File: config.mk
export PLATFORM = sky130hd
export DESIGN_NAME = ips2l_uart_cmd_master_32bit
export DESIGN_NICKNAME = d
export VERILOG_FILES = /design/src/rtl/ips2l_uart_cmd_master_32bit.sv
export SDC_FILE = /design/constraint.sdc
export NUM_CORES = 1
export LEC_CHECK = 0
export CAP_MARGIN = 5
export CORE_MARGIN = 2
export CORE_UTILIZATION = 55
export DETAILED_ROUTE_END_ITERATION = 12
export GPL_ROUTABILITY_DRIVEN = 0
export HOLD_SLACK_MARGIN = 0.12
export PLACE_DENSITY = 0.78
export SLEW_MARGIN = 30
export SYNTH_ARGS = -nofsm -noshare
export SYNTH_HDL_FRONTEND = slang
export SYNTH_SLANG_ARGS = --single-unit
File: constraint.sdc
create_clock -name clk -period 5 [get_ports clk]
set_clock_uncertainty 0.2 [all_clocks]
set_input_delay 0.75 -clock clk [delete_from_list [all_inputs] [get_ports clk]]
set_output_delay 0.75 -clock clk [all_outputs]
set_load 0.02 [all_outputs]
File: src/rtl/ips2l_uart_cmd_master_32bit.sv
// ips2l_uart_cmd_master_32bit
//
// Turns UART byte frames into single register transactions on the 32-bit
// version/control register block and sends the response back over UART.
//
//   Write frame : A5 addr d3 d2 d1 d0   -> response 06 (ACK)
//   Read frame  : 5A addr               -> response fifo_data, MSB first
//   No completion within CMD_TIMEOUT    -> response 15 (NAK)
//
// Ports:
//   clk, rst_n        clock, asynchronous active-low reset
//   rx_data/rx_valid  received byte and its one-cycle strobe
//   tx_data/tx_valid  response byte and pending flag; tx_ready accepts it
//   addr/data/we      transaction fields, held from cmd_en to completion
//   cmd_en            one-cycle transaction start pulse
//   cmd_done          completion pulse from the register block
//   fifo_data         read data, valid while fifo_data_req is high
//   fifo_data_valid   read-data sink ready (waiting on a read)
//   busy              high whenever a frame or transaction is in progress
//   rx_drop           pulse when a byte arrives while a transaction is active
module ips2l_uart_cmd_master_32bit #(
  parameter logic [23:0] CMD_TIMEOUT  = 24'd1024,
  parameter logic [23:0] BYTE_TIMEOUT = 24'd100000
) (
  input  logic        clk,
  input  logic        rst_n,
  input  logic [7:0]  rx_data,
  input  logic        rx_valid,
  output logic [7:0]  tx_data,
  output logic        tx_valid,
  input  logic        tx_ready,
  output logic [7:0]  addr,
  output logic [31:0] data,
  output logic        we,
  output logic        cmd_en,
  input  logic        cmd_done,
  input  logic [31:0] fifo_data,
  output logic        fifo_data_valid,
  input  logic        fifo_data_req,
  output logic        busy,
  output logic        rx_drop
);

  localparam logic [7:0] SOF_WR = 8'hA5;
  localparam logic [7:0] SOF_RD = 8'h5A;
  localparam logic [7:0] ACK    = 8'h06;
  localparam logic [7:0] NAK    = 8'h15;

  typedef enum logic [2:0] {
    IDLE,
    GET_ADDR,
    GET_DATA,
    ISSUE,
    WAIT_DONE,
    SEND
  } state_t;

  state_t      state_reg, state_next;
  logic [7:0]  addr_reg, addr_next;
  logic [31:0] data_reg, data_next;
  logic        we_reg, we_next;
  logic        cmd_en_reg, cmd_en_next;
  logic        fdv_reg, fdv_next;
  logic        busy_reg, busy_next;
  logic        rx_drop_reg, rx_drop_next;
  logic [7:0]  tx_data_reg, tx_data_next;
  logic        tx_valid_reg, tx_valid_next;
  logic [23:0] gap_reg, gap_next;          // idle cycles between frame bytes
  logic [23:0] cmd_cnt_reg, cmd_cnt_next;  // cycles spent in WAIT_DONE
  logic [1:0]  byte_cnt_reg, byte_cnt_next;
  logic [31:0] resp_reg, resp_next;        // response bytes still to send, MSB first
  logic [1:0]  left_reg, left_next;        // bytes remaining after the one on tx_data
  logic [31:0] rd_hold_reg, rd_hold_next;  // fifo_data captured on fifo_data_req
  logic [31:0] rd_word;

  always_ff @(posedge clk or negedge rst_n) begin
    if (!rst_n) begin
      state_reg    <= IDLE;
      addr_reg     <= 8'd0;
      data_reg     <= 32'd0;
      we_reg       <= 1'b0;
      cmd_en_reg   <= 1'b0;
      fdv_reg      <= 1'b0;
      busy_reg     <= 1'b0;
      rx_drop_reg  <= 1'b0;
      tx_data_reg  <= 8'd0;
      tx_valid_reg <= 1'b0;
      gap_reg      <= 24'd0;
      cmd_cnt_reg  <= 24'd0;
      byte_cnt_reg <= 2'd0;
      resp_reg     <= 32'd0;
      left_reg     <= 2'd0;
      rd_hold_reg  <= 32'd0;
    end else begin
      state_reg    <= state_next;
      addr_reg     <= addr_next;
      data_reg     <= data_next;
      we_reg       <= we_next;
      cmd_en_reg   <= cmd_en_next;
      fdv_reg      <= fdv_next;
      busy_reg     <= busy_next;
      rx_drop_reg  <= rx_drop_next;
      tx_data_reg  <= tx_data_next;
      tx_valid_reg <= tx_valid_next;
      gap_reg      <= gap_next;
      cmd_cnt_reg  <= cmd_cnt_next;
      byte_cnt_reg <= byte_cnt_next;
      resp_reg     <= resp_next;
      left_reg     <= left_next;
      rd_hold_reg  <= rd_hold_next;
    end
  end

  always_comb begin
    state_next    = state_reg;
    addr_next     = addr_reg;
    data_next     = data_reg;
    we_next       = we_reg;
    tx_data_next  = tx_data_reg;
    tx_valid_next = tx_valid_reg;
    gap_next      = gap_reg;
    cmd_cnt_next  = cmd_cnt_reg;
    byte_cnt_next = byte_cnt_reg;
    resp_next     = resp_reg;
    left_next     = left_reg;
    rd_hold_next  = rd_hold_reg;
    rx_drop_next  = 1'b0;
    rd_word       = 32'd0;

    case (state_reg)
      IDLE: begin
        // Unknown start bytes are skipped silently so the parser resyncs.
        if (rx_valid && (rx_data == SOF_WR || rx_data == SOF_RD)) begin
          we_next    = (rx_data == SOF_WR);
          gap_next   = 24'd0;
          state_next = GET_ADDR;
        end
      end

      GET_ADDR: begin
        // A byte arriving in the expiry cycle still wins over the timeout.
        if (rx_valid) begin
          addr_next     = rx_data;
          gap_next      = 24'd0;
          byte_cnt_next = 2'd0;
          state_next    = we_reg ? GET_DATA : ISSUE;
        end else if (gap_reg == BYTE_TIMEOUT - 24'd1) begin
          state_next = IDLE;
        end else begin
          gap_next = gap_reg + 24'd1;
        end
      end

      GET_DATA: begin
        if (rx_valid) begin
          data_next     = {data_reg[23:0], rx_data};
          gap_next      = 24'd0;
          byte_cnt_next = byte_cnt_reg + 2'd1;
          if (byte_cnt_reg == 2'd3) begin
            state_next = ISSUE;
          end
        end else if (gap_reg == BYTE_TIMEOUT - 24'd1) begin
          state_next = IDLE;
        end else begin
          gap_next = gap_reg + 24'd1;
        end
      end

      ISSUE: begin
        rx_drop_next = rx_valid;
        cmd_cnt_next = 24'd0;
        state_next   = WAIT_DONE;
      end

      WAIT_DONE: begin
        rx_drop_next = rx_valid;
        cmd_cnt_next = cmd_cnt_reg + 24'd1;
        if (fifo_data_req) begin
          rd_hold_next = fifo_data;
        end
        // Completion takes priority over a timeout expiring in the same cycle.
        if (cmd_done) begin
          tx_valid_next = 1'b1;
          state_next    = SEND;
          if (we_reg) begin
            tx_data_next = ACK;
            left_next    = 2'd0;
          end else begin
            rd_word      = fifo_data_req ? fifo_data : rd_hold_reg;
            tx_data_next = rd_word[31:24];
            resp_next    = {rd_word[23:0], 8'h00};
            left_next    = 2'd3;
          end
        end else if (cmd_cnt_reg == CMD_TIMEOUT - 24'd1) begin
          tx_valid_next = 1'b1;
          tx_data_next  = NAK;
          left_next     = 2'd0;
          state_next    = SEND;
        end
      end

      SEND: begin
        rx_drop_next = rx_valid;
        if (tx_ready) begin
          if (left_reg == 2'd0) begin
            tx_valid_next = 1'b0;
            state_next    = IDLE;
          end else begin
            tx_data_next = resp_reg[31:24];
            resp_next    = {resp_reg[23:0], 8'h00};
            left_next    = left_reg - 2'd1;
          end
        end
      end

      default: state_next = IDLE;
    endcase

    // Status outputs are registered copies of what the next state implies.
    cmd_en_next = (state_next == ISSUE);
    fdv_next    = (state_next == WAIT_DONE) && !we_next;
    busy_next   = (state_next != IDLE);
  end

  assign addr            = addr_reg;
  assign data            = data_reg;
  assign we              = we_reg;
  assign cmd_en          = cmd_en_reg;
  assign fifo_data_valid = fdv_reg;
  assign busy            = busy_reg;
  assign rx_drop         = rx_drop_reg;
  assign tx_data         = tx_data_reg;
  assign tx_valid        = tx_valid_reg;

endmodule

==> out/metrics.yaml, run 1 <==
status: "completed"
period_share_pct: 62.78
dp_hpwl_um: 12230
async_flop_share_pct: 100.0
die_w_um: 124.2
grt.total_usage_pct: 25.19
rsz0062_at_grt: "false"
vias: 6160
drive_gt1_share_pct: 13.74
wl_per_cell_um: 17.45
h-tree-depth: 4
critPathKind: "flip-flop to flip-flop"
worst_slack_ns: 1.861
cp_max_fo: 26
rows: 43
clock_path_buffers: 2
die_area_sq_um: 15420
clockRootBuffer: "clkbuf_16"
max_cap_violations: 0
drc: 0
yosysTopAreaCell: "dfrtp_1"
synth_top_cell_area_share_pct: 51.98
cts_hold_buffers: 0
post-cts-setup-buffer-count: 0
synth-edff-count: 0
fin_crit_ns: 3.139
peakVddDrop_uv: 481.9
required_ns: 5.10
finalSetupTns_ns: 0
syn_avg_cell_area_sq_um: 10.43
yosysWarnings: 0
drt-total-wl_um: 18130
synth-seq-cells: 165
grt_pass1_wl_um: 30140
grt_pass1_vias: 6225
cts.clk_slew.worst_paths_ns: 0.06
synth_common_cells: "dfrtp_1 (165), nand2_1 (114), mux2_2 (65)"
die-height_um: 124.2
synth_cell_type_count: 52
drt_iter0_markers: 437
ios: 100
nets: 897
cts_buffers: 17
cts_tree: "yes"
synth_area_leaders: "dfrtp_1 (52%), mux2_2 (9.2%), mux2i_1 (7.6%)"
fmax_mhz: 318.6
syn-instance-count: 762
synth_fp_nets: 812
antenna-diode-count: 0
syn_area_sq_um: 7944
detail_route.first_pass.iterations: 5
start_kind: "flip-flop"
synth-main-ff-cell: "dfrtp_1"
core_area_sq_um: 13990
place_ws_ns: 1.507
start_util_pct: 56.79
min_path_type: "input pin to asynchronous set/reset pin"
numPortBuffers: 99
ys_seq_area_share_pct: 51.98
antenna_found_initial: 0
viasPerCell: 5.929
overflow: 0
tightest_slew_ns: 0.9860
grt_max_degree: 88
cp.arrival_ns: 3.24
syn_to_final_growth_pct: 21.40
setup_viol: 0
p_leak_uw: 0.004195
drv_slew: 0
cts_resized: 0
max-slew-margin-rel_pct: 33.98
yosysMostFrequentCell: "dfrtp_1"
cp-end-kind: "flip-flop"
power_density_nw_per_um2: 537.4
clk_latency_ns: 0.43
finalHoldViolations: 0
hold_slack_ns: 0.1961
antenna_left: 0
cts.sinks: 165
-- critical path: stages, from the launching register on --
cell	delay, ns
dfrtp_1	0.71
nor3b_2	0.84
nand3_1	0.22
nor4_1	0.67
nand3_1	0.21
mux2i_1	0.16
-- through the flow --
stage,cells,utilization (%),area [sq um],power (uW)
after floorplan,762,-,7944,3191
after global placement,1008,64.84,9070,3817
after detailed placement,1008,64.84,9070,3901
after CTS,1039,68.94,9644,5207
after global routing,1039,68.94,9644,5492
final,1039,68.94,9644,5183
-- power by group --
group | switching (uW) | internal, uW | leakage (uW) | total [uW]
Clock | 553 | 738 | 0.000278 | 1290
Sequential | 319 | 1780 | 0.00213 | 2090
Combinational | 946 | 852 | 0.00179 | 1800
-- cell type report --
type	instances	area, sq um
inverters	17	63.81
multi-input cells	539	3605
well taps	180	225.2
repair buffers	107	1047
fillers	1047	4344
clock inverters	14	148.9
clock buffers	17	425.4
flip-flops and latches	165	4129
-- layer usage --
metal / share of wire, % / track usage [%] / routed length (um) / vias to the layer above
met1: 44 / 33.42 / 7941 / 3073
met5: 0 / 0 / 0 / -
met4: 1.2 / 8.146 / 221 / 0
met3: 6.3 / 7.418 / 1149 / 17
li1: - / - / - / 2904
met2: 49 / 39.96 / 8819 / 166
-- final timing paths --
kind                                                to  cells after the start  slack (ns)                        start
setup / recovery           cmd_cnt_reg[19]$_DFFE_PN0P_                      5        1.86       state_reg[0]$_DFF_PN0_
hold reg to reg            cmd_cnt_reg[23]$_DFFE_PN0P_                      1        0.28  cmd_cnt_reg[23]$_DFFE_PN0P_
min in group clk           cmd_cnt_reg[23]$_DFFE_PN0P_                      1        0.28  cmd_cnt_reg[23]$_DFFE_PN0P_
setup reg to reg           cmd_cnt_reg[19]$_DFFE_PN0P_                      5        1.86       state_reg[0]$_DFF_PN0_
hold / removal             cmd_cnt_reg[17]$_DFFE_PN0P_                      1        0.20                        rst_n
max in group asynchronous      left_reg[0]$_DFFE_PN0P_                      2        3.39                        rst_n
-- cells in the final DEF, fill, tap and decap left out, drive strengths merged, types with 3 or more instances in the layout --
cell           count
nor2b              5
a21oi             29
buf               10
a31oi              4
o21ai             56
clkinv             4
o31ai             14
nor4bb             4
mux2              65
or3                5
or4                7
nand3             27
inv               22
clkinvlp           3
a2111oi            4
nand2            114
a211oi            11
clkbuf            17
dfrtp            165
clkdlybuf4s50     97
nand2b            18
ha                 4
mux2i             60
nor4              11
and3               6
o211ai            10
nand4             10
nor3               7
nor2              33
o2bb2ai            3
-- logic make-up (layout without fill, tap and decap cells) --
family | count (synthesis) | count (layout) | share of synthesized area (%)
buf+inv | 58 | 155 | 2.914
flops | 165 | 165 | 51.98
xor+xnor | 1 | 1 | 0.1103
fa+ha+maj | 4 | 4 | 0.6300
compound gates | 149 | 149 | 11.72
simple gates | 260 | 260 | 15.88
mux | 125 | 125 | 16.77
(Power assumes the default switching activity.)
==> inputs of run 2 (changes only) <==
- CORE_UTILIZATION: 55 -> 50
- PLACE_DENSITY: 0.78 -> 0.75
- clock period: 5 -> 2.68 ns (I/O delays scaled with it)
==> out/metrics.yaml, run 2 (synthesis gave the netlist of run 1 again) <==
critPathKind: "flip-flop to flip-flop"  # unchanged
cp_max_fo: 6  # was 26
ios: 100  # unchanged
nets: 931  # was 897
min_path_type: "flip-flop to flip-flop"  # was input pin to asynchronous set/reset pin
dp_hpwl_um: 13040  # was 12230 um
die-height_um: 130.0  # was 124.2 um
vias: 6280  # was 6160
hold_start: "resp_reg[22]$_DFFE_PN0P_"
rr_endpoint: "gap_reg[21]$_DFFE_PN0P_"  # was cmd_cnt_reg[19]$_DFFE_PN0P_
p_leak_uw: 0.004392  # was 0.004195 uW
grt_pass1_wl_um: 30930  # was 30140 um
grt_max_degree: 56  # was 88
start_util_pct: 50.56  # was 56.79%
drive_gt1_share_pct: 16.89  # was 13.74%
drc: 0  # unchanged
worst_path_max_delay_cell: "or4_1"  # was nor3b_2
numPortBuffers: 99  # unchanged
holdPathStages: 2
clock_path_buffers: 2  # unchanged
overflow: 0  # unchanged
reg2reg_setup_slack_ns: 0.1  # was 1.86 ns
ff2ff_path_depth: 5  # unchanged
rows: 46  # was 43
cp.buffers_inverters: 0  # unchanged
cp.arrival_ns: 2.75  # was 3.24 ns
mostFrequentLayoutCells: "dfrtp_1 (165), nand2_1 (114), clkdlybuf4s50_1 (97)"  # unchanged
cp_cell_sequence: "a21o_1 -> or4_1 -> or4_1 -> or4_1 -> nand2_1"  # was nor3b_2 -> nand3_1 -> nor4_1 -> nand3_1 -> mux2i_1
antenna_found_initial: 0  # unchanged
cp-end-kind: "flip-flop"  # unchanged
viasPerCell: 5.658  # was 5.929
drv_slew: 0  # unchanged
status: "completed"  # unchanged
setup_viol: 0  # unchanged
die_w_um: 130.0  # was 124.2 um
post-cts-setup-buffer-count: 0  # unchanged
cts.clk_slew.worst_paths_ns: 0.07  # was 0.06 ns
clk_latency_ns: 0.43  # about the same
cp_top_family: "simple AND/OR/NAND/NOR gates"  # unchanged
max-slew-margin-rel_pct: 55.04  # was 33.98%
cts_hold_buffers: 1  # was 0
detail_route.first_pass.iterations: 5  # unchanged
tightest_slew_ns: 0.6682  # was 0.9860 ns
grt_pass1_vias: 6347  # was 6225
place_ws_ns: -0.1986  # was 1.507 ns
worst_slack_ns: 0.09519  # was 1.861 ns
slowest_delay_ns: 0.63  # was 0.84 ns
fin_crit_ns: 2.585  # was 3.139 ns
r2r-start: "state_reg[1]$_DFF_PN0_"  # was state_reg[0]$_DFF_PN0_
cts.sinks: 165  # unchanged
finalHoldViolations: 0  # unchanged
antenna-diode-count: 0  # unchanged
peakVddDrop_uv: 729.5  # was 481.9 uV
die_area_sq_um: 16910  # was 15420 sq um
finalSetupTns_ns: 0  # unchanged
power_density_nw_per_um2: 997.3  # was 537.4 nW/um^2
clockRootBuffer: "clkbuf_16"  # unchanged
cts_buffers: 17  # unchanged
max_cap_violations: 0  # unchanged
layout_commonest_cell: "dfrtp_1"  # unchanged
cts_resized: 0  # unchanged
core_area_sq_um: 15710  # was 13990 sq um
drt_iter0_markers: 454  # was 437
fmax_mhz: 386.9  # was 318.6 MHz
period_share_pct: 96.45  # was 62.78%
wl_per_cell_um: 16.69  # was 17.45 um
cts_tree: "yes"  # unchanged
crit_top_cell: "or4_1"  # was nand3_1
drt-total-wl_um: 18520  # was 18130 um
antenna_left: 0  # unchanged
start_kind: "flip-flop"  # unchanged
min_to: "resp_reg[22]$_DFFE_PN0P_"
grt.total_usage_pct: 23.21  # was 25.19%
required_ns: 2.84  # was 5.10 ns
rsz0062_at_grt: "false"  # unchanged
syn_to_final_growth_pct: 26.11  # was 21.40%
h-tree-depth: 4  # unchanged
[run 2: cell types whose count changed in the layout (fill, tap and decap cells not counted), sizes merged]
| cell | delta |
|---|---|
| clkinv | -2 |
| clkinvlp | -1 |
| inv | +2 |
| dlygate4sd3 | +1 |
| bufinv | +1 |
| clkbuf | +1 |
| buf | +33 |
[run 2: worst register-to-register path, stage by stage (launching register included)]
cell and delay [ns]:
dfrtp_1 0.42, a21o_1 0.21, or4_1 0.63, or4_1 0.57, or4_1 0.42, nand2_1 0.08
[run 2: through the flow]
| step | power [uW] | hold WS (ns) | util (%) | instances | cell area (sq um) |
|---|---|---|---|---|---|
| 2_1_floorplan | 5952 | -0.09359 | - | 762 | 7944 |
| 3_3_place_gp | 7263 | 0.1724 | 59.71 | 1077 | 9383 |
| 3_5_place_dp | 7440 | 0.1830 | 59.71 | 1077 | 9383 |
| 4_1_cts | 10060 | 0.2667 | 63.76 | 1110 | 10020 |
| 5_1_grt | 10580 | 0.2939 | 63.76 | 1110 | 10020 |
| 6_report | 9991 | 0.2818 | 63.76 | 1110 | 10020 |
[run 2: final cells by class]
type                       count  area [sq um]
multi-input combinational    539          3600
inverter                      17         63.81
fill                        1202          5694
clock buffer                  18         439.2
clock inverter                14         186.4
sequential                   165          4129
timing repair buffer         141          1330
tap                          216         270.3
[run 2: how the worst max path moves through the flow]
stage	start	end	cells past startpoint
after floorplan	state_reg[1]$_DFF_PN0_	gap_reg[21]$_DFFE_PN0P_	7
after global placement	rx_valid	gap_reg[21]$_DFFE_PN0P_	6
after detailed placement	rx_valid	gap_reg[21]$_DFFE_PN0P_	6
after CTS	state_reg[1]$_DFF_PN0_	gap_reg[21]$_DFFE_PN0P_	5
after global routing	state_reg[1]$_DFF_PN0_	gap_reg[21]$_DFFE_PN0P_	5
final	state_reg[1]$_DFF_PN0_	gap_reg[21]$_DFFE_PN0P_	5
[run 2: power breakdown]
group          leakage, uW  internal, uW  total, uW  switching (uW)
logic              0.00196          1700       3570            1860
clock network     0.000301          1520       2580            1060
registers          0.00213          3310       3840             530
total              0.00439          6540       9990            3460
[run 2: metal layers]
metal	vias to the layer above	routed length [um]	GRT usage (%)	share of wire, %
li1	2994	-	-	-
met2	150	9092	37.51	49
met5	-	0	0	0
met3	22	908	5.412	4.9
met1	3114	8265	31.12	45
met4	0	257	7.843	1.4
